## config.mk

```make
export PLATFORM = sky130hd
export DESIGN_NAME = instr_fetch_unit_flat
export DESIGN_NICKNAME = d
export VERILOG_FILES = /design/src/rtl/instr_fetch_unit_if.sv /design/src/rtl/instr_fetch_unit.sv /design/src/flat_wrapper.sv
export SDC_FILE = /design/constraint.sdc
export NUM_CORES = 1
export LEC_CHECK = 0
export CAP_MARGIN = 20
export CORE_UTILIZATION = 40
export CTS_CLUSTER_SIZE = 14
export DETAILED_ROUTE_END_ITERATION = 12
export PLACE_DENSITY = 0.74
export SYNTH_ARGS = -nofsm -noshare
export SYNTH_HDL_FRONTEND = slang
export SYNTH_SLANG_ARGS = --single-unit
```

## constraint.sdc

```tcl
create_clock -name clk -period 2.03 [get_ports clk]
set_clock_uncertainty 0.15 [all_clocks]
set_input_delay 0.406 -clock clk [delete_from_list [all_inputs] [get_ports clk]]
set_output_delay 0.406 -clock clk [all_outputs]
set_load 0.01 [all_outputs]
```

## src/rtl/instr_fetch_unit_if.sv

```systemverilog
// Fetch-stage bus: instruction-memory request/valid side plus the
// valid/ready hand-off to the control unit and status outputs.
interface instr_fetch_unit_if #(
    parameter int unsigned ADDR_W = 8,
    parameter int unsigned DATA_W = 16
);
    logic [ADDR_W-1:0] imem_addr;
    logic              imem_req;
    logic [DATA_W-1:0] imem_rdata;
    logic              imem_valid;
    logic [DATA_W-1:0] instruction;
    logic              instr_valid;
    logic              instr_ready;
    logic              pc_jump;
    logic [ADDR_W-1:0] pc;
    logic              halted;

    modport master (
        output imem_addr, imem_req, instruction, instr_valid, pc, halted,
        input  imem_rdata, imem_valid, instr_ready, pc_jump
    );

    modport slave (
        input  imem_addr, imem_req, instruction, instr_valid, pc, halted,
        output imem_rdata, imem_valid, instr_ready, pc_jump
    );
endinterface

```

## src/rtl/instr_fetch_unit.sv

```systemverilog
// Instruction fetch stage: owns the PC, fetches one word at a time and holds
// it until the control unit accepts it; a HALT_OP word stops fetch until reset.
module instr_fetch_unit #(
    parameter int unsigned       ADDR_W   = 8,
    parameter int unsigned       DATA_W   = 16,
    parameter logic [ADDR_W-1:0] RESET_PC = '0,
    parameter logic [3:0]        HALT_OP  = 4'b1111
) (
    input logic                clk,
    input logic                rst,
    instr_fetch_unit_if.master bus
);

    typedef enum logic [1:0] {IDLE, FETCH, HOLD, HALT} state_t;

    state_t            state_q, state_d;
    logic [ADDR_W-1:0] pc_q, pc_d;
    logic [DATA_W-1:0] instr_q, instr_d;
    logic              valid_q, valid_d;
    logic              halted_q, halted_d;
    logic              imem_req;

    always_ff @(posedge clk) begin
        if (rst) begin
            state_q  <= IDLE;
            pc_q     <= RESET_PC;
            instr_q  <= '0;
            valid_q  <= 1'b0;
            halted_q <= 1'b0;
        end else begin
            state_q  <= state_d;
            pc_q     <= pc_d;
            instr_q  <= instr_d;
            valid_q  <= valid_d;
            halted_q <= halted_d;
        end
    end

    always_comb begin
        state_d  = state_q;
        pc_d     = pc_q;
        instr_d  = instr_q;
        valid_d  = valid_q;
        halted_d = halted_q;
        imem_req = 1'b0;
        case (state_q)
            // One dead cycle lets any response to a reset-aborted request drain.
            IDLE: state_d = FETCH;
            FETCH: begin
                imem_req = 1'b1;
                if (bus.imem_valid) begin
                    instr_d = bus.imem_rdata;
                    valid_d = 1'b1;
                    state_d = HOLD;
                end
            end
            HOLD: begin
                if (bus.instr_ready) begin
                    pc_d    = bus.pc_jump ? instr_q[ADDR_W-1:0] : pc_q + 1'b1;
                    valid_d = 1'b0;
                    if (instr_q[DATA_W-1 -: 4] == HALT_OP) begin
                        state_d  = HALT;
                        halted_d = 1'b1;
                    end else begin
                        state_d = FETCH;
                    end
                end
            end
            HALT: state_d = HALT;
            default: state_d = IDLE;
        endcase
    end

    assign bus.imem_req    = imem_req;
    assign bus.imem_addr   = pc_q;
    assign bus.pc          = pc_q;
    assign bus.instruction = instr_q;
    assign bus.instr_valid = valid_q;
    assign bus.halted      = halted_q;

endmodule

```

## src/flat_wrapper.sv

```systemverilog
// flat-port wrapper written by rule: the top's interface ports become plain ports
module instr_fetch_unit_flat 
#(
    parameter int unsigned       ADDR_W   = 8,
    parameter int unsigned       DATA_W   = 16,
    parameter logic [ADDR_W-1:0] RESET_PC = '0,
    parameter logic [3:0]        HALT_OP  = 4'b1111
)
  (clk, rst, bus_imem_addr, bus_imem_req, bus_instruction, bus_instr_valid, bus_pc, bus_halted, bus_imem_rdata, bus_imem_valid, bus_instr_ready, bus_pc_jump);
  instr_fetch_unit_if #(.ADDR_W(ADDR_W), .DATA_W(DATA_W)) bus_i ();
  input logic clk;
  input logic rst;
  output wire logic [$bits(bus_i.imem_addr)-1:0] bus_imem_addr;
  output wire logic [$bits(bus_i.imem_req)-1:0] bus_imem_req;
  output wire logic [$bits(bus_i.instruction)-1:0] bus_instruction;
  output wire logic [$bits(bus_i.instr_valid)-1:0] bus_instr_valid;
  output wire logic [$bits(bus_i.pc)-1:0] bus_pc;
  output wire logic [$bits(bus_i.halted)-1:0] bus_halted;
  input wire logic [$bits(bus_i.imem_rdata)-1:0] bus_imem_rdata;
  input wire logic [$bits(bus_i.imem_valid)-1:0] bus_imem_valid;
  input wire logic [$bits(bus_i.instr_ready)-1:0] bus_instr_ready;
  input wire logic [$bits(bus_i.pc_jump)-1:0] bus_pc_jump;
  assign bus_imem_addr = bus_i.imem_addr;
  assign bus_imem_req = bus_i.imem_req;
  assign bus_instruction = bus_i.instruction;
  assign bus_instr_valid = bus_i.instr_valid;
  assign bus_pc = bus_i.pc;
  assign bus_halted = bus_i.halted;
  assign bus_i.imem_rdata = bus_imem_rdata;
  assign bus_i.imem_valid = bus_imem_valid;
  assign bus_i.instr_ready = bus_instr_ready;
  assign bus_i.pc_jump = bus_pc_jump;
  instr_fetch_unit #(.ADDR_W(ADDR_W), .DATA_W(DATA_W), .RESET_PC(RESET_PC), .HALT_OP(HALT_OP)) u_core (.clk(clk), .rst(rst), .bus(bus_i));
endmodule
```

==> flow_summary.ini <==
[power_and_ir_drop]
p_leak_nw = 0.6801
clkPwrFrac_pct = 32.5
seqPwrFrac_pct = 51.9
powerDensity_nw_per_um2 = 608.2
internal-power_w = 0.0008717
p_sw_w = 0.0002676
peakVddDrop_mv = 0.4232
power_frac_comb_pct = 15.6
swShare_pct = 23.49

[placement]
place.gp.congestion = 0.8376
pre_cts_ws_ps = 10.81
hpwl_um = 2519
dp.cells = 242
io_buffers = 55

[global_route]
antenna_found_initial = 0
grt_max_degree = 22
grt_use_total_pct = 21.18
grt_overflow = 0
grt_pass1_vias = 1246
grt_pass1_wl_um = 5485

[yosys]
synth-edff-count = 0
muxShareOfSynthArea_pct = 1.555
synth_area_leaders = dfxtp_1 (44%), nand2_1 (11%), a21oi_1 (8.2%)
synth_cells = 155
synth_top_family_by_area = simple AND/OR/NAND/NOR gates
synth_compound_area_share_pct = 20.02
synth_xor_area_share_pct = 0
yosys.area_share.simple_pct = 24.39
yosysWarnings = 0
syn_avg_cell_area_um2 = 8.306
synth_top_area_cell = dfxtp_1
synthAdderAreaFrac_pct = 0.9718
syn_nets = 177
synth_area_um2 = 1287
ys_ff_latch = 28
yosysTopAreaCellShare_pct = 43.54
ys.flop_type = dfxtp_1
synth_cell_types = 39
synth_seq_area_share_pct = 43.54
async_flop_share_pct = 0

[sta]
tightest_slew_ps = 369.7
setup_viol = 0
fmax_mhz = 503.4
final.period_utilization_pct = 97.86
layout_setup_ws_ps = 43.37
drv_slew = 0
rsz0062_at_grt = true
report.final.hold_viol_count = 0
slew-limit-headroom_pct = 75.28
fin_crit_ps = 1987

[setup_path]
path_cells = and2b_1, clkdlybuf4s50_1
cp.buffers_inverters = 1
r2r-end = u_core.bus.imem_addr[6]
rrSetupSlack_ps = 380
startpoint_type = flip-flop
critical_path.max_stage_delay_ps = 520
crit_family = buffers and inverters
critPathKind = flip-flop to output pin
worst-endpoint-required_ps = 1470
rr_worst_depth = 4
path_max_fanout = 7
critPathCaptureType = output pin
cp.arrival_ps = 1430
critPathSlowestCell = clkdlybuf4s50_1
r2r-start = u_core.bus.imem_addr[1]

[die]
initial_core_util_pct = 42.17
core-area_um2 = 3053
num_io_pins = 56
dieArea_um2 = 3450
die_w_um = 58.74
die_height_um = 58.74
rows = 20

[clock_network]
hold_buffers = 0
post-cts-setup-buffer-count = 0
insertion_delay_ps = 330
post_cts_resized = 1
cts_made_buffers = 3
path_clk_slew_ps = 150
clockRootBuffer = clkbuf_4
cts.sinks = 28
cts_tree = built
cts_buffer_depth = 2
cts-htree-levels = 1

[drt]
vias = 1302
routed_wl_um = 3406
viasPerCell = 5.293
ant_nets = 0
wl_per_cell_um = 13.85
first_pass_iters = 4
drc = 0
first_iter_violations = 39

[hold_path]
hold_class = flip-flop to flip-flop
hold_start = u_core.bus.instruction[8]
hold-path-endpoint = u_core.bus.instruction[8]
hold_depth = 2

[cells_and_area]
fin_nets = 225
fin_cells = 246
area_growth_pct = 45.48
drive_gt1_share_pct = 8.416
antenna_cells = 0

[flow_run]
cap_viol_max_count = 0

[run_status]
outcome = complete, no violations
[worst max path at each step]
stage | startpoint | endpoint | slack, ps | cells past startpoint
2_1_floorplan | u_core.bus.imem_addr[0] | u_core.bus.imem_addr[6] | 490 | 4
3_3_place_gp | bus_instr_ready | u_core.bus.imem_addr[7] | 70 | 4
3_5_place_dp | bus_instr_ready | u_core.bus.imem_addr[7] | 10 | 4
4_1_cts | u_core.state_q[0] | bus_imem_req | 10 | 2
5_1_grt | u_core.state_q[1] | bus_imem_req | -7 | 2
6_report | u_core.state_q[1] | bus_imem_req | 40 | 2
[power groups by stage]
stage	logic (W)	registers, W	clock network (W)
5_1_grt	0.000193	0.000595	0.000397
6_report	0.000177	0.000591	0.000370
3_3_place_gp	0.000173	0.000601	0
4_1_cts	0.000179	0.000591	0.000382
3_5_place_dp	0.000178	0.000603	0
2_1_floorplan	0.0000727	0.000608	0
[cell usage after synthesis (3+ instances only)]
cell type and n:
o21ai_0 3, clkbuf_1 4, buf_4 8, buf_2 3, nand2_1 38, dfxtp_1 28
nor2_1 8, a21oi_1 21, nand3_1 3, o31ai_1 3, a31oi_1 3
[logic make-up (layout without fill, tap and decap cells)]
group	after synthesis	in the layout
compound gates	41	41
fa+ha+maj	1	1
buf+inv	19	66
flops	28	28
mux	2	2
simple gates	64	64
[sequential cells by signal (all words and copies together), names as in the netlist]
| register | flops |
|---|---|
| u_core.bus.instruction | 16 |
| u_core.bus.imem_addr | 8 |
| u_core.state_q | 2 |
| u_core.bus.halted | 1 |
| u_core.bus.instr_valid | 1 |
[worst min-delay path: stages (launching register included)]
cell and delay, ps:
dfxtp_1 340, nand2_1 50, a21oi_1 50
[routing by layer]
layer,track usage (%),wire length [um],vias to the layer above
met5,0,0,-
met2,37.82,1669,60
met3,4.176,230,7
met4,9.524,66,0
li1,-,-,628
met1,24.25,1439,607
[cell type report]
type,count,area (um2)
fillers,298,1180
inverters,2,7.507
clock buffers,3,22.52
multi-input cells,108,604.3
well taps,44,55.05
repair buffers,60,588.1
flip-flops and latches,28,565.5
clock inverters,1,30.03
[cell usage in the layout (no fill, tap or decap), types with 3 or more instances in the layout]
cell type        synthesis  routed
nand2_1                 38      38
clkdlybuf4s50_1          0      55
nand3_1                  3       3
buf_4                    8       5
dfxtp_1                 28      24
a31oi_1                  3       3
o21ai_0                  3       3
clkbuf_4                 0       3
o31ai_1                  3       3
dfxtp_2                  0       4
nor2_1                   8       8
a21oi_1                 21      21
[metrics by stage]
stage	hold WS, ps	area [um2]	utilization (%)	total power, W	TNS (ps)
after detailed placement	297.8	1815	59.47	0.0007805	0
after CTS	318.1	1869	61.23	0.001152	0
final	316.1	1873	61.35	0.001139	0
after global routing	348.5	1873	61.35	0.001185	-7.199
after floorplan	330.5	1287	-	0.0006802	0
after global placement	292.9	1815	59.47	0.0007743	0
Note: power is estimated with default switching activity, not from simulation.
